$ cat src/rtl/seq_mult_nb.sv
// Sequential shift-and-add multiplier: n x n -> 2n, unsigned or two's complement.
// Latency: r steps after the start edge (r = n, or fewer with EARLY), then a one-cycle done.
// Backpressure: none; start is ignored while busy and requests are never queued.
//
// Ports:
//   clk   - rising-edge clock
//   clr   - asynchronous active-high reset
//   start - request a multiply; sampled only in IDLE
//   sgn   - 1 = operands are two's complement; sampled with start
//   a, b  - multiplicand / multiplier (n bits); sampled with start
//   busy  - high in RUN and DONE
//   done  - one-cycle pulse; prod is valid in that cycle
//   prod  - registered 2n-bit product, held until the next completion
module seq_mult_nb #(
  parameter int n     = 6,   // operand width, 2..16
  parameter int EARLY = 1    // 1: stop once the remaining multiplier bits are zero
) (
  input  logic           clk,
  input  logic           clr,
  input  logic           start,
  input  logic           sgn,
  input  logic [n-1:0]   a,
  input  logic [n-1:0]   b,
  output logic           busy,
  output logic           done,
  output logic [2*n-1:0] prod
);

  localparam int W  = 2 * n;
  localparam int CW = $clog2(n);

  typedef enum logic [1:0] {
    S_IDLE = 2'd0,
    S_RUN  = 2'd1,
    S_DONE = 2'd2
  } state_t;

  state_t state;
  state_t state_nxt;

  logic [W-1:0]  mcand;
  logic [n-1:0]  mplier;
  logic [W-1:0]  acc;
  logic [CW-1:0] cnt;
  logic          neg;

  logic [n-1:0]  a_mag;
  logic [n-1:0]  b_mag;
  logic [W-1:0]  acc_sum;
  logic [W-1:0]  prod_val;
  logic          last_step;
  logic          load;
  logic          step;

  // Magnitudes: negating -2^(n-1) wraps back to 2^(n-1), which is the
  // correct unsigned magnitude in n bits, so no extra width is needed.
  always_comb begin
    a_mag = (sgn && a[n-1]) ? (~a + 1'b1) : a;
    b_mag = (sgn && b[n-1]) ? (~b + 1'b1) : b;
  end

  // Datapath arithmetic for the current RUN step. The sum of at most n
  // shifted copies of an n-bit magnitude fits in 2n bits.
  always_comb begin
    acc_sum   = acc + (mplier[0] ? mcand : '0);
    prod_val  = neg ? (~acc_sum + 1'b1) : acc_sum;
    last_step = (cnt == CW'(n - 1));
    if (EARLY != 0 && (mplier >> 1) == '0) begin
      last_step = 1'b1;
    end
  end

  // State register
  always_ff @(posedge clk or posedge clr) begin
    if (clr) begin
      state <= S_IDLE;
    end else begin
      state <= state_nxt;
    end
  end

  // Next-state logic and state-decoded outputs
  always_comb begin
    state_nxt = state;
    load      = 1'b0;
    step      = 1'b0;
    busy      = 1'b0;
    done      = 1'b0;
    case (state)
      S_IDLE: begin
        if (start) begin
          load      = 1'b1;
          state_nxt = S_RUN;
        end
      end
      S_RUN: begin
        busy = 1'b1;
        step = 1'b1;
        if (last_step) begin
          state_nxt = S_DONE;
        end
      end
      S_DONE: begin
        busy      = 1'b1;
        done      = 1'b1;
        state_nxt = S_IDLE;
      end
      default: begin
        state_nxt = S_IDLE;
      end
    endcase
  end

  // Operand, accumulator and result registers
  always_ff @(posedge clk or posedge clr) begin
    if (clr) begin
      mcand  <= '0;
      mplier <= '0;
      acc    <= '0;
      cnt    <= '0;
      neg    <= 1'b0;
      prod   <= '0;
    end else if (load) begin
      mcand  <= {{n{1'b0}}, a_mag};
      mplier <= b_mag;
      acc    <= '0;
      cnt    <= '0;
      neg    <= sgn & (a[n-1] ^ b[n-1]);
    end else if (step) begin
      acc    <= acc_sum;
      mcand  <= mcand << 1;
      mplier <= mplier >> 1;
      cnt    <= cnt + CW'(1);
      // The result register only moves on the exiting step, so it keeps
      // the previous product visible for the whole of the next operation.
      if (last_step) begin
        prod <= prod_val;
      end
    end
  end

endmodule

$ cat config.mk
export PLATFORM = sky130hd
export DESIGN_NAME = seq_mult_nb
export DESIGN_NICKNAME = d
export VERILOG_FILES = /design/src/rtl/seq_mult_nb.sv
export SDC_FILE = /design/constraint.sdc
export NUM_CORES = 1
export LEC_CHECK = 0
export BUFFER_PORTS_ARGS = -buffer_cell sky130_fd_sc_hd__buf_2
export CELL_PAD_IN_SITES_DETAIL_PLACEMENT = 0
export CELL_PAD_IN_SITES_GLOBAL_PLACEMENT = 1
export CORE_MARGIN = 2
export CORE_UTILIZATION = 46
export CTS_CLUSTER_SIZE = 14
export DETAILED_ROUTE_END_ITERATION = 8
export GPL_TIMING_DRIVEN = 0
export PLACE_DENSITY_LB_ADDON = 0.1
export REMOVE_ABC_BUFFERS = 1
export SETUP_SLACK_MARGIN = 0.3
export SLEW_MARGIN = 20
export SYNTH_ARGS = -nofsm -noshare
export SYNTH_HDL_FRONTEND = slang
export SYNTH_SLANG_ARGS = --single-unit
$ cat constraint.sdc
create_clock -name clk -period 3.3 [get_ports clk]
set_input_delay 0.165 -clock clk [delete_from_list [all_inputs] [get_ports clk]]
set_output_delay 0.165 -clock clk [all_outputs]
set_load 0.01 [all_outputs]
==> run summary <==
The run finished with clean final reports. Largest net degree at the start of global routing: 40. Clock tree synthesis selected as its root buffer the cell sky130_fd_sc_hd__clkbuf_8. Placer congestion estimate: 0.772.

The tree built by TritonCTS fans out to 48 sinks. In the final design database the tool counted 407 nets. Counting flops with a built-in enable in the synthesized netlist gives 0. The worst setup path is launched from a flip-flop. The run gives 0.0503 ns as the worst setup slack before clock tree synthesis. At the pin with the least slew margin, the transition time is 0.760 ns. The H-tree was split into 2 levels. The post-synthesis area per instance was 9.21 sq um; the worst slew margin relative to its limit was 49.2%.

The clock tree buffer depth is 2, and the worst hold path cell count is 3. The max-slew violation count is 0. The number of cells on the worst reg-to-reg path works out to 11. For the global-route wire length before repair, the log shows 10500 microns. The standard-cell row count came out at 29. Along the worst path, the maximum fanout reaches 5. The die is 85.8 microns wide. The critical path is of the reg -> reg type. The worst hold-check path type is in -> reg.

Summing all placed instances gives a cell area of 3310 sq um. The run gives 0 as the detailed-route DRC error count. For this run, the number of Yosys warnings is 0. The mapped netlist covers 3080 sq um.

The count of nets left with antenna violations once routing finished came out at 0. The logs give 3.75 mW for the overall power consumption and 448 for the final non-filler cell total. The routed design has 6170 microns of wire.

The share of the Yosys chip area taken by registers is 39.0%. The number of library cell types mapped by synthesis is 45, and the number of antenna violations at the first check in global routing is 0. The number of antenna diodes in the final layout is 0.

The aggregate global-route resource usage is 18.1%, and the growth of design area from synthesis to finish is 20.9%. Before antenna repair, the detailed router went through 6 iterations. After clock tree synthesis, the clock-pin slew on the worst setup and hold paths is 0.09 ns. The minimum setup slack in the final design is 0.415 ns.

The kind of capture point of the worst setup path was a flip-flop. The run gives 4340 microns as the placed wire-length estimate after detailed placement. For the post-synthesis cell count, the log shows 334. The period utilization came out at 87.4%.

Buffers placed on the I/O ports in this run total 29. The static leakage power was 1.78 nW. In the final routed layout, each cell accounts on average for 13.8 microns. The number of fill cells is 593, and the number of placed instances with taps included is 429.

Power spread over the standard cell area amounts to 1010 nW/um^2. The number of global-route vias before repair is 2274, and the worst IR drop on VDD is 0.000509 V. The floorplan step defined a core boundary enclosing 6420 sq um.

Setup repair after global routing left no endpoint under its margin. Data arrives at the worst endpoint at 3.09 ns. Count of max-cap constraint violations: 0.

The post-route cell area came out at 3720 sq um. Dividing the detail-routed via count by the number of cells gives 5.23. After the first detailed-routing iteration, the DRC count stood at 104.

In the final layout, the share of cells above drive strength 1 is 22.6%. The area enclosed by the die boundary is 7360 sq um, and the I/O pin count is 30. At the later pin of the worst-skew pair, clock insertion delay measures 0.31 ns. The worst clock skew was 0.0102 ns. TritonCTS built the clock tree. The initial cell density of the core is 47.9%. Of all flip-flops after synthesis, the portion carrying an async set or reset was 100%. At the worst endpoint, the required time is 3.50 ns.

The tools report the total of endpoints with negative setup slack in the final report as 0. The post-synthesis register bit count works out to 48. Final hold violation count: 0. The routed layout has 2341 vias. The core occupancy in the finished layout is 57.9%, and the vertical extent of the die is 85.8 microns. The tools report the maximum frequency from static timing analysis as 347 MHz. The total overflow left after global routing is 0. The TritonCTS buffer count is 5, and the final critical delay including setup and external delays is 2.88 ns.

The leading register cell type out of synthesis was sky130_fd_sc_hd__dfrtp_1.
-- path summary, 6_finish.rpt --
check / to / slack [ns] / from
max: prod[11] / 0.42 / mplier[0]
min: mplier[0] / 0.11 / b[0]
max reg2reg: prod[11] / 0.42 / mplier[0]
min reg2reg: prod[2] / 0.47 / prod[2]
max in group asynchronous: mplier[0] / 2.41 / clr
min in group asynchronous: prod[10] / 0.38 / clr
-- per-stage QoR --
step	setup TNS, ns	hold WS, ns
after floorplan	0	0.282
after global placement	-4.14	0.410
after detailed placement	0	0.186
after CTS	0	0.0966
after global routing	0	0.116
final	0	0.113
-- worst max-delay path: stages, from the launching register on --
cell,delay (ns)
sky130_fd_sc_hd__dfrtp_2,0.44
sky130_fd_sc_hd__buf_4,0.15
sky130_fd_sc_hd__and2_1,0.18
sky130_fd_sc_hd__fa_2,0.41
sky130_fd_sc_hd__a211oi_4,0.29
sky130_fd_sc_hd__nor2_2,0.08
sky130_fd_sc_hd__xnor2_2,0.18
sky130_fd_sc_hd__nor3_2,0.19
sky130_fd_sc_hd__nand2_2,0.12
sky130_fd_sc_hd__o41ai_4,0.36
sky130_fd_sc_hd__xor2_1,0.10
sky130_fd_sc_hd__mux2_2,0.26
-- registers in the layout, indices dropped and copies added, names as in the netlist --
name	count
acc	12
cnt	3
mcand	12
mplier	6
neg	1
prod	12
state	2
-- cells in the final DEF (no fill, tap or decap), types with 8 or more instances in the layout --
cell type,Yosys,routed
sky130_fd_sc_hd__a21oi_1,10,9
sky130_fd_sc_hd__and2_1,12,10
sky130_fd_sc_hd__buf_2,1,29
sky130_fd_sc_hd__buf_4,0,10
sky130_fd_sc_hd__dfrtp_1,48,47
sky130_fd_sc_hd__ha_1,20,13
sky130_fd_sc_hd__inv_1,14,13
sky130_fd_sc_hd__mux2i_1,25,25
sky130_fd_sc_hd__nand2_1,35,34
sky130_fd_sc_hd__nand3_1,13,13
sky130_fd_sc_hd__nor2_1,36,35
sky130_fd_sc_hd__o21ai_0,24,22
sky130_fd_sc_hd__o21ai_1,6,8
sky130_fd_sc_hd__xor2_1,20,19
-- final cells by class --
cell class,count,area (sq um),area share [%]
clock buffer,5,68.8,1.85
clock inverter,3,68.8,1.85
inverter,15,56.3,1.51
multi-input combinational,258,1960,52.6
sequential,48,1200,32.3
tap,77,96.3,2.59
timing repair buffer,42,270,7.27
-- power breakdown --
| part | internal, mW | switching [mW] | leakage, nW |
|---|---|---|---|
| Clock | 0.305 | 0.213 | 0.0687 |
| Sequential | 0.837 | 0.193 | 0.619 |
| Combinational | 1.02 | 1.18 | 1.09 |
| Total | 2.16 | 1.59 | 1.78 |
-- synth_stat cells, types with 2 or more instances --
master                      n  area share (%)
sky130_fd_sc_hd__a21oi_1   10             1.6
sky130_fd_sc_hd__nor2b_1    2            0.41
sky130_fd_sc_hd__nand2b_1   3            0.61
sky130_fd_sc_hd__a211oi_1   7             1.7
sky130_fd_sc_hd__o21ai_1    6            0.98
sky130_fd_sc_hd__nand3_1   13             2.1
sky130_fd_sc_hd__o31ai_1    4            0.98
sky130_fd_sc_hd__a211oi_2   2            0.81
sky130_fd_sc_hd__nor2_1    36             4.4
sky130_fd_sc_hd__or3_1      3            0.61
sky130_fd_sc_hd__xnor2_1    9             2.6
sky130_fd_sc_hd__mux2i_1   25             8.1
sky130_fd_sc_hd__o21ai_0   24             3.9
sky130_fd_sc_hd__dfrtp_1   48              39
sky130_fd_sc_hd__ha_1      20             8.1
sky130_fd_sc_hd__clkbuf_1  10             1.2
sky130_fd_sc_hd__nor3_1     3            0.49
sky130_fd_sc_hd__mux2_2     2            0.73
sky130_fd_sc_hd__and2_1    12             2.4
sky130_fd_sc_hd__inv_1     14             1.7
sky130_fd_sc_hd__and3_1     2            0.41
sky130_fd_sc_hd__buf_1      2            0.24
sky130_fd_sc_hd__nand2_1   35             4.3
sky130_fd_sc_hd__xor2_1    20             5.7
sky130_fd_sc_hd__or4_1      2            0.49
-- kinds of logic (layout without fill, tap and decap cells) --
group,after synthesis,count (layout),share of synthesized area [%]
AO/OA/AOI/OAI,65,65,13.8
buffers and inverters,28,65,3.46
adder cells (fa/ha/maj),21,21,8.78
multiplexers,27,27,8.87
flip-flops,48,48,39.0
AND/OR/NAND/NOR,116,116,17.8
XOR/XNOR,29,29,8.26
-- metal layers --
metal	vias up	track usage, %	wire [microns]	share of wire (%)
li1	1225	-	-	-
met1	1062	23.9	3070	50
met4	0	6.35	99	1.6
met3	7	3.56	165	2.7
met2	47	29.6	2830	46
met5	-	0	0	0
-- repair_timing --
item                                   in CTS  in global routing
setup endpoints to repair                   3                  3
resized for setup                           5                 28
endpoints found under the hold margin      17                  0
setup buffers                               2                  8
hold buffers                                1                  0
pin swaps                                   0                 13
cloned                                      0                  0
No activity file was read; power rests on OpenSTA's default activity.
